$ cat config.mk
export PLATFORM = sky130hd
export DESIGN_NAME = wb_spi_cfg_master
export DESIGN_NICKNAME = d
export VERILOG_FILES = /design/src/rtl/wb_spi_cfg_master_pkg.sv /design/src/rtl/wb_spi_cfg_master_clk_div.sv /design/src/rtl/wb_spi_cfg_master.sv
export SDC_FILE = /design/constraint.sdc
export NUM_CORES = 1
export LEC_CHECK = 0
export BUFFER_PORTS_ARGS = -buffer_cell sky130_fd_sc_hd__buf_2
export CORE_ASPECT_RATIO = 0.9
export CORE_UTILIZATION = 35
export CTS_BUF_LIST = sky130_fd_sc_hd__clkbuf_8
export DETAILED_ROUTE_END_ITERATION = 7
export GPL_ROUTABILITY_DRIVEN = 1
export GPL_TIMING_DRIVEN = 0
export PLACE_DENSITY = 0.62
export SETUP_SLACK_MARGIN = 0.2
export SKIP_CTS_REPAIR_TIMING = 1
export SYNTH_ARGS = -nofsm -noshare
export SYNTH_HDL_FRONTEND = slang
export SYNTH_HIERARCHICAL = 1
export SYNTH_SLANG_ARGS = --single-unit
export TNS_END_PERCENT = 30
$ cat constraint.sdc
create_clock -name wb_clk_i -period 9.9 [get_ports wb_clk_i]
set_input_delay 1.485 -clock wb_clk_i [delete_from_list [all_inputs] [get_ports wb_clk_i]]
set_output_delay 1.485 -clock wb_clk_i [all_outputs]
set_load 0.02 [all_outputs]
$ cat src/rtl/wb_spi_cfg_master_pkg.sv
// Shared constants for the Wishbone-to-SPI configuration master.
// Holds register map, bit positions and FSM encoding.
package wb_spi_cfg_master_pkg;

  localparam int WORD_LEN = 32;

  localparam logic [1:0] REG_CTRL   = 2'd0;
  localparam logic [1:0] REG_DIV    = 2'd1;
  localparam logic [1:0] REG_DATA   = 2'd2;
  localparam logic [1:0] REG_STATUS = 2'd3;

  localparam int CTRL_EN     = 0;
  localparam int CTRL_CSHOLD = 1;
  localparam int CTRL_IRQEN  = 2;

  localparam int STAT_BUSY = 0;
  localparam int STAT_DONE = 1;
  localparam int STAT_OVR  = 2;

  typedef enum logic [2:0] {
    S_IDLE,
    S_LEAD,
    S_SCK_LO,
    S_SCK_HI,
    S_TRAIL
  } spi_state_e;

endpackage

$ cat src/rtl/wb_spi_cfg_master_clk_div.sv
// Half-period timer: tick on every (div+1)th clock, held at zero while restart is high.
module spi_clk_div (
  input  logic       clk,
  input  logic       rst,
  input  logic       restart,
  input  logic [7:0] div,
  output logic       tick
);

  logic [7:0] cnt_q, cnt_d;

  always_comb begin
    tick  = (cnt_q == div);
    cnt_d = cnt_q + 8'd1;
    // The FSM changes state on every tick, so wrapping here restarts each state
    if (restart || tick) cnt_d = 8'd0;
  end

  always_ff @(posedge clk or posedge rst) begin
    if (rst) cnt_q <= 8'd0;
    else     cnt_q <= cnt_d;
  end

endmodule

$ cat src/rtl/wb_spi_cfg_master.sv
// Wishbone slave with CTRL/DIV/DATA/STATUS registers driving a 32-bit
// mode-0 SPI master toward the motor core.
module wb_spi_cfg_master
  import wb_spi_cfg_master_pkg::*;
#(
  parameter logic [31:0] BASE_ADDR = 32'h3000_0000,
  parameter logic [7:0]  DIV_RESET = 8'd4
) (
  input  logic        wb_clk_i,
  input  logic        wb_rst_i,
  input  logic        wbs_stb_i,
  input  logic        wbs_cyc_i,
  input  logic        wbs_we_i,
  input  logic [3:0]  wbs_sel_i,
  input  logic [31:0] wbs_dat_i,
  input  logic [31:0] wbs_adr_i,
  output logic        wbs_ack_o,
  output logic [31:0] wbs_dat_o,
  output logic        spi_sck_o,
  output logic        spi_csn_o,
  output logic        spi_copi_o,
  input  logic        spi_cipo_i,
  output logic        busy_o,
  output logic        irq_o
);

  spi_state_e  state_q, state_d;
  logic [2:0]  ctrl_q, ctrl_d;
  logic [7:0]  div_q, div_d;
  logic [31:0] tx_q, tx_d, rx_q, rx_d;
  logic [31:0] sh_q, sh_d, rxsh_q, rxsh_d;
  logic [4:0]  bit_q, bit_d;
  logic        done_q, done_d, ovr_q, ovr_d;
  logic        start_q, start_d;
  logic        ack_q, ack_d;
  logic [31:0] dat_q, dat_d;
  logic        csn_q, csn_d, sck_q, sck_d;

  logic        tick, acc, wr, rd, busy_int, abort;
  logic [1:0]  rsel;
  logic        unused_bits;

  assign unused_bits = ^{wbs_sel_i[3:1], wbs_adr_i[1:0]};

  spi_clk_div u_div (
    .clk     (wb_clk_i),
    .rst     (wb_rst_i),
    .restart (state_q == S_IDLE),
    .div     (div_q),
    .tick    (tick)
  );

  always_comb begin
    acc      = wbs_cyc_i & wbs_stb_i & (wbs_adr_i[31:4] == BASE_ADDR[31:4]) & ~ack_q;
    wr       = acc & wbs_we_i;
    rd       = acc & ~wbs_we_i;
    rsel     = wbs_adr_i[3:2];
    // A start already committed but not yet in LEAD still counts as busy
    busy_int = (state_q != S_IDLE) | start_q;
    abort    = (state_q != S_IDLE) & ~ctrl_q[CTRL_EN];

    ctrl_d  = ctrl_q;
    div_d   = div_q;
    tx_d    = tx_q;
    start_d = 1'b0;
    done_d  = done_q;
    ovr_d   = ovr_q;
    ack_d   = acc;
    dat_d   = 32'd0;

    if (rd) begin
      case (rsel)
        REG_CTRL:   dat_d = {29'd0, ctrl_q};
        REG_DIV:    dat_d = {24'd0, div_q};
        REG_DATA:   dat_d = rx_q;
        default:    dat_d = {29'd0, ovr_q, done_q, state_q != S_IDLE};
      endcase
    end

    if (wr) begin
      case (rsel)
        REG_CTRL: if (wbs_sel_i[0]) ctrl_d = wbs_dat_i[2:0];
        REG_DIV:  if (wbs_sel_i[0] && !busy_int) div_d = wbs_dat_i[7:0];
        REG_DATA: begin
          if (busy_int) ovr_d = 1'b1;
          else begin
            tx_d    = wbs_dat_i;
            start_d = ctrl_q[CTRL_EN];
          end
        end
        default: if (wbs_sel_i[0]) begin
          if (wbs_dat_i[STAT_DONE]) done_d = 1'b0;
          if (wbs_dat_i[STAT_OVR])  ovr_d  = 1'b0;
        end
      endcase
    end

    state_d = state_q;
    sh_d    = sh_q;
    rxsh_d  = rxsh_q;
    rx_d    = rx_q;
    bit_d   = bit_q;
    csn_d   = csn_q;

    if (abort) begin
      state_d = S_IDLE;
      csn_d   = 1'b1;
    end else begin
      case (state_q)
        S_IDLE: begin
          if (start_q) begin
            state_d = S_LEAD;
            sh_d    = tx_q;
            bit_d   = 5'(WORD_LEN - 1);
            csn_d   = 1'b0;
          end else if (!ctrl_q[CTRL_CSHOLD]) begin
            csn_d = 1'b1;
          end
        end
        S_LEAD:   if (tick) state_d = S_SCK_LO;
        S_SCK_LO: if (tick) begin
          state_d = S_SCK_HI;
          rxsh_d  = {rxsh_q[30:0], spi_cipo_i};
        end
        S_SCK_HI: if (tick) begin
          if (bit_q == 5'd0) state_d = S_TRAIL;
          else begin
            state_d = S_SCK_LO;
            sh_d    = {sh_q[30:0], 1'b0};
            bit_d   = bit_q - 5'd1;
          end
        end
        S_TRAIL: if (tick) begin
          state_d = S_IDLE;
          rx_d    = rxsh_q;
          done_d  = 1'b1;
          csn_d   = ~ctrl_q[CTRL_CSHOLD];
        end
        default: state_d = S_IDLE;
      endcase
    end

    sck_d = (state_d == S_SCK_HI);
  end

  always_ff @(posedge wb_clk_i or posedge wb_rst_i) begin
    if (wb_rst_i) begin
      state_q <= S_IDLE;
      ctrl_q  <= 3'd0;
      div_q   <= DIV_RESET;
      tx_q    <= 32'd0;
      rx_q    <= 32'd0;
      sh_q    <= 32'd0;
      rxsh_q  <= 32'd0;
      bit_q   <= 5'd0;
      done_q  <= 1'b0;
      ovr_q   <= 1'b0;
      start_q <= 1'b0;
      ack_q   <= 1'b0;
      dat_q   <= 32'd0;
      csn_q   <= 1'b1;
      sck_q   <= 1'b0;
    end else begin
      state_q <= state_d;
      ctrl_q  <= ctrl_d;
      div_q   <= div_d;
      tx_q    <= tx_d;
      rx_q    <= rx_d;
      sh_q    <= sh_d;
      rxsh_q  <= rxsh_d;
      bit_q   <= bit_d;
      done_q  <= done_d;
      ovr_q   <= ovr_d;
      start_q <= start_d;
      ack_q   <= ack_d;
      dat_q   <= dat_d;
      csn_q   <= csn_d;
      sck_q   <= sck_d;
    end
  end

  assign wbs_ack_o  = ack_q;
  assign wbs_dat_o  = dat_q;
  assign spi_sck_o  = sck_q;
  assign spi_csn_o  = csn_q;
  assign spi_copi_o = (state_q != S_IDLE) & sh_q[31];
  assign busy_o     = (state_q != S_IDLE);
  assign irq_o      = done_q & ctrl_q[CTRL_IRQEN];

endmodule

==> qor.yml, run 1 <==
sta:
  rsz0062_at_grt: "no"
  final_hold_viol_count: 0
  min_period_over_period_pct: 33.2
  fmax_mhz: 304
  fin_tns_setup_ps: 0
  period_needed_ps: 3280
  maxSlewViolCount: 0
  holdWs_ps: 483
  slew-limit-headroom_pct: 54.3
  worst_slack_ps: 6620
  max_slew.worst_pin.slew_ps: 680
  fin_skew_ps: 16.9
  setup_viol_count_final: 0
min_path:
  hold_depth: 1
  worstHoldPathType: "flop to flop"
clock_tree:
  insertion_delay_ps: 480
  root_buffer: "clkbuf_8"
  clk_pin_slew_ps: 110
  cts_tree: "done"
  clk_path_buf_depth: 2
  htreeDepth: 4
  clock_sinks: 193
  numCtsBuffers: 17
place:
  place_congestion: 0.805
  post-dp-hpwl_um: 10900
  dpl.cell_count: 1013
  numPortBuffers: 106
  dpl_worst_slack_ps: 6180
run_status:
  status: "finished, final reports clean"
drt:
  avgViaCountPerCell: 4.93
  ant_nets: 0
  drt_iter0_markers: 358
  drt_first_pass_iters: 4
  wl_per_cell_um: 15.2
  drc_errors: 0
  wirelength_um: 15900
  via_count: 5156
setup_path:
  critPathArrivalTime_ps: 3650
  cp_slowest_cell: "nor3_1"
  end_kind: "flop"
  start_kind: "flop"
  crit_chain: "xor2_1 > nor4_4 > and2_1 > clkbuf_1 > nand2_1 > nor3_1 > buf_2 > mux2_2"
  path_class: "flop to flop"
  r2r_cells: 8
  crit_fanout: 10
  cp.required_ps: 10270
  slowest_delay_ps: 580
floorplan:
  die_w_um: 163
  ios: 112
  fp.coreArea_um2: 22600
  start_util_pct: 35.9
  dieArea_um2: 23900
  rows: 52
  die_h_um: 147
pwr:
  p_per_area_nw_per_um2: 142
  irDropWorstVdd_uv: 77.3
  cellLeakagePower_uw: 0.00483
global_routing:
  overflow: 0
  antenna_found_initial: 1
  grt_usage_pct: 14.4
  grt_max_degree: 97
  grt_pass1_vias: 5182
  grt_pass1_wl_um: 27000
final_layout:
  num-fill-cells: 2160
  layoutNonFillerInstCount: 1046
  nets: 812
  area_delta_synth_final_pct: 16.7
  drive_above_1_share_pct: 33.6
synth:
  synthCells: 609
  synthesis.nets: 686
  synth.distinct_cells: 54
  synth-seq-area-share_pct: 59.4
  synth_edf_count: 0
  ys_seq_elements: 193
  syn_avg_cell_area_um2: 13.4
  synthFlopType: "dfrtp_1"
  ys_warn_count: 6
  syn_area_um2: 8140
  async_flop_share_pct: 100
job:
  cap_violations: 0
==> area by class of cell <==
cell class / count / area (µm²) / share of cell area (%)
buffer: 37 / 196 / 2.07
clock inverter: 15 / 184 / 1.94
clock buffer: 17 / 234 / 2.46
inverter: 10 / 45.0 / 0.474
tap: 297 / 372 / 3.91
antenna: 1 / 2.50 / 0.0264
sequential: 193 / 4830 / 50.9
multi-input combinational: 369 / 3070 / 32.3
timing repair buffer: 107 / 558 / 5.88
==> through the flow <==
stage	utilization, %	total power, µW	instance area [µm²]
floorplan	-	820	8140
global placement	39.9	841	9040
detailed placement	40.1	843	9070
CTS	41.9	1370	9490
global route	41.9	1410	9490
finish	41.9	1350	9490
==> flip-flops by register name (all words and copies together), names as in the netlist <==
| name | count |
|---|---|
| wbs_ack_o | 1 |
| rxsh_q | 32 |
| spi_csn_o | 1 |
| u_div/cnt_q | 8 |
| done_q | 1 |
| sh_q | 32 |
| bit_q | 5 |
| rx_q | 32 |
| spi_sck_o | 1 |
| start_q | 1 |
| ctrl_q | 3 |
| wbs_dat_o | 32 |
| tx_q | 32 |
| div_q | 8 |
| ovr_q | 1 |
| state_q | 3 |
==> kinds of logic after synthesis <==
kind of cell    Yosys count  share of synthesized area (%)
fa+ha+maj                 3                          0.461
xor+xnor                 11                           1.18
compound gates          101                           7.32
buf+inv                  47                           2.88
simple gates            113                           9.44
flops                   193                           59.4
mux                     141                           19.3
==> path summary, 6_finish.rpt <==
| check | endpoint | slack [ps] | startpoint |
|---|---|---|---|
| min in group asynchronous | u_div/cnt_q[4] | 1000 | wb_rst_i |
| setup / recovery | rxsh_q[4] | 6620 | u_div/cnt_q[3] |
| max in group asynchronous | wbs_dat_o[18] | 7940 | wb_rst_i |
| setup reg to reg | rxsh_q[4] | 6620 | u_div/cnt_q[3] |
| hold / removal | wbs_dat_o[31] | 480 | rx_q[31] |
| hold reg to reg | wbs_dat_o[31] | 480 | rx_q[31] |
==> cell usage in the layout (no fill, tap or decap), types with 10 or more instances in the layout <==
master	Yosys	layout
and2_1	26	26
o21ai_0	69	69
nand2_1	15	15
nor3_1	10	10
clkbuf_1	20	20
dfrtp_1	191	191
clkbuf_8	0	17
mux2i_1	31	31
mux2_1	34	34
buf_2	7	113
xor2_1	10	10
mux2_2	74	74
==> metal layers <==
layer	part of all wire (%)	track usage, %
met2	44	21.2
met1	50	20.7
met3	4.0	3.10
met4	1.3	5.00
met5	0	0
==> synthesized netlist by cell type, types with 5 or more instances <==
cell	instances	area share [%]
dfrtp_1	191	59
a22oi_1	5	0.46
and2_1	26	2.0
nor2_1	7	0.32
o21ai_0	69	4.2
clkbuf_1	20	0.92
mux2i_1	31	3.8
a211oi_1	6	0.55
nor3_1	10	0.62
mux2_2	74	10
xor2_1	10	1.1
buf_4	5	0.46
mux2_1	34	4.7
a21oi_1	7	0.43
buf_2	7	0.43
inv_1	10	0.46
nand3_1	7	0.43
nand2_1	15	0.69
nor4_1	8	0.62
==> critical path: cells and delay by family, from the launching register on <==
family / cells / cell delay, ps
AND/OR/NAND/NOR: 4 / 1460
buffers and inverters: 2 / 690
flip-flops: 1 / 460
multiplexers: 1 / 370
XOR/XNOR: 1 / 200
==> where the power goes <==
part	switching [µW]	internal [µW]
combinational	24.6	13.1
clock	328	197
sequential	0.000000927	788
total	353	998
No activity file was read; power rests on OpenSTA's default activity.
==> inputs of run 2 (changes only) <==
==> constraint.sdc (replaced) <==
create_clock -name wb_clk_i -period 3.3 [get_ports wb_clk_i]
set_input_delay 0.495 -clock wb_clk_i [delete_from_list [all_inputs] [get_ports wb_clk_i]]
set_output_delay 0.495 -clock wb_clk_i [all_outputs]
set_load 0.02 [all_outputs]
==> run 2 against run 1 <==
Compared with the run above: the flow now finishes with violations (negative hold slack); power grew to 3.1 times the previous value; clock power grew to 3.3 times the previous value; worst hold slack lost 500 ps; worst setup slack lost 6100 ps; routed wire length grew 1.3%; cell count grew 0.48%; core utilization grew 0.48 points; fmax grew 16%; clock skew grew 1.4 ps; global-route usage shrank 0.079 points; non-clock buffer count grew 6.
==> qor.yml, run 2 (same netlist as run 1, synthesis figures left out) <==
place:
  place_congestion: 0.803
  numPortBuffers: 106
  dpl.cell_count: 1016
  post-dp-hpwl_um: 11200
clock_tree:
  htreeDepth: 4
  insertion_delay_ps: 470
  numCtsBuffers: 17
  clk_pin_slew_ps: 110
  clock_sinks: 193
  root_buffer: "clkbuf_8"
  cts_tree: "done"
  clk_path_buf_depth: 2
drt:
  wirelength_um: 16100
  ant_nets: 0
  via_count: 5156
  drc_errors: 0
  drt_iter0_markers: 263
  drt_first_pass_iters: 4
  avgViaCountPerCell: 4.91
  wl_per_cell_um: 15.3
sta:
  maxSlewViolCount: 0
  max_slew.worst_pin.slew_ps: 885
  holdWs_ps: -12.5
  fin_skew_ps: 18.3
  slew-limit-headroom_pct: 40.9
  final_hold_viol_count: 8
  fmax_mhz: 353
  period_needed_ps: 2830
  setup_viol_count_final: 0
  min_period_over_period_pct: 85.8
  rsz0062_at_grt: "no"
floorplan:
  fp.coreArea_um2: 22600
  start_util_pct: 35.9
  die_h_um: 147
  ios: 112
  rows: 52
  dieArea_um2: 23900
  die_w_um: 163
setup_path:
  cp.required_ps: 3680
  crit_chain: "xor2_1 > nor4_4 > and2_1 > clkbuf_2 > and3_1 > a32oi_4 > or2_1 > buf_4 > buf_4 > o21ai_0"
  cp_slowest_cell: "dfrtp_1"
  critPathArrivalTime_ps: 3210
  end_kind: "flop"
  path_class: "flop to flop"
  slowest_delay_ps: 440
  start_kind: "flop"
  crit_fanout: 10
  cp_common_cell: "buf_4"
global_routing:
  grt_max_degree: 42
  antenna_found_initial: 0
  overflow: 0
  grt_usage_pct: 14.3
  grt_pass1_vias: 5119
  grt_pass1_wl_um: 26600
final_layout:
  mostFrequentLayoutCell: "dfrtp_1"
  antenna_cells: 0
  final_util_pct: 42.4
  area_delta_synth_final_pct: 18.0
  mostFrequentLayoutCells: "dfrtp_1, buf_2, mux2_2"
  drive_above_1_share_pct: 34.4
  layoutNonFillerInstCount: 1051
  nets: 818
pwr:
  cellLeakagePower_uw: 0.00487
  irDropWorstVdd_uv: 245
  p_per_area_nw_per_um2: 437
job:
  cap_violations: 0
min_path:
  worstHoldPathType: "input pin to async pin"
run_status:
  violations: "negative hold slack"
  status: "complete, but fails checks"
==> run 2: cell count changes in the layout (fill, tap and decap cells not counted), moves of 2 or more <==
cell	before	now
bufinv_16	0	3
buf_12	0	4
clkinv_4	3	0
clkinvlp_4	0	3
inv_12	2	0
clkinv_8	4	2
buf_4	5	8
==> run 2: metrics by stage <==
step	worst slack [ps]	total power (µW)	hold slack, ps	area [µm²]	TNS (ps)
after floorplan	428	2460	311	8140	0
after detailed placement	18.3	2540	462	9120	0
after global routing	251	4360	0.0383	9600	0
after global placement	-808	2520	461	9040	-145900
after CTS	-40.5	4260	-22.8	9570	-656
final	468	4200	-12.5	9600	0
==> run 2: path summary, 6_finish.rpt <==
path | start | endpoint | slack [ps] | cells past startpoint
max reg2reg | div_q[7] | sh_q[26] | 470 | 10
min reg2reg | rx_q[24] | wbs_dat_o[24] | 480 | 1
max in group asynchronous | wb_rst_i | sh_q[23] | 2160 | 4
min in group wb_clk_i | wbs_dat_i[14] | tx_q[14] | 240 | 2
max | div_q[7] | sh_q[26] | 470 | 10
min | wb_rst_i | u_div/cnt_q[3] | -10 | 2
==> run 2: final cells by class <==
cell class	instances	area, µm²
Clock inverter	15	218
Tap cell	297	372
Fill cell	2169	13000
Clock buffer	17	234
Multi-Input combinational cell	369	3070
Inverter	10	41.3
Buffer	37	198
Timing Repair Buffer	113	633
Sequential cell	193	4830
==> run 2: where the power goes <==
group	leakage, µW	internal (µW)	switching (µW)
registers	0.00269	2360	0.00000275
clock network	0.000221	791	923
logic	0.00197	45.4	75.3
==> run 2: critical path, delay by kind of cell (launching register included) <==
family / cells / cell delay [ps]
buffers and inverters: 3 / 540
XOR/XNOR: 1 / 200
AND/OR/NAND/NOR: 4 / 1180
AO/OA/AOI/OAI: 2 / 370
flip-flops: 1 / 440
==> run 2: layer usage <==
| metal | wire length (µm) | up-vias | GRT usage [%] |
|---|---|---|---|
| met2 | 7350 | 103 | 21.6 |
| met3 | 665 | 11 | 3.13 |
| met5 | 0 | - | 0 |
| met4 | 164 | 0 | 4.07 |
| li1 | - | 2468 | - |
| met1 | 7950 | 2574 | 20.5 |
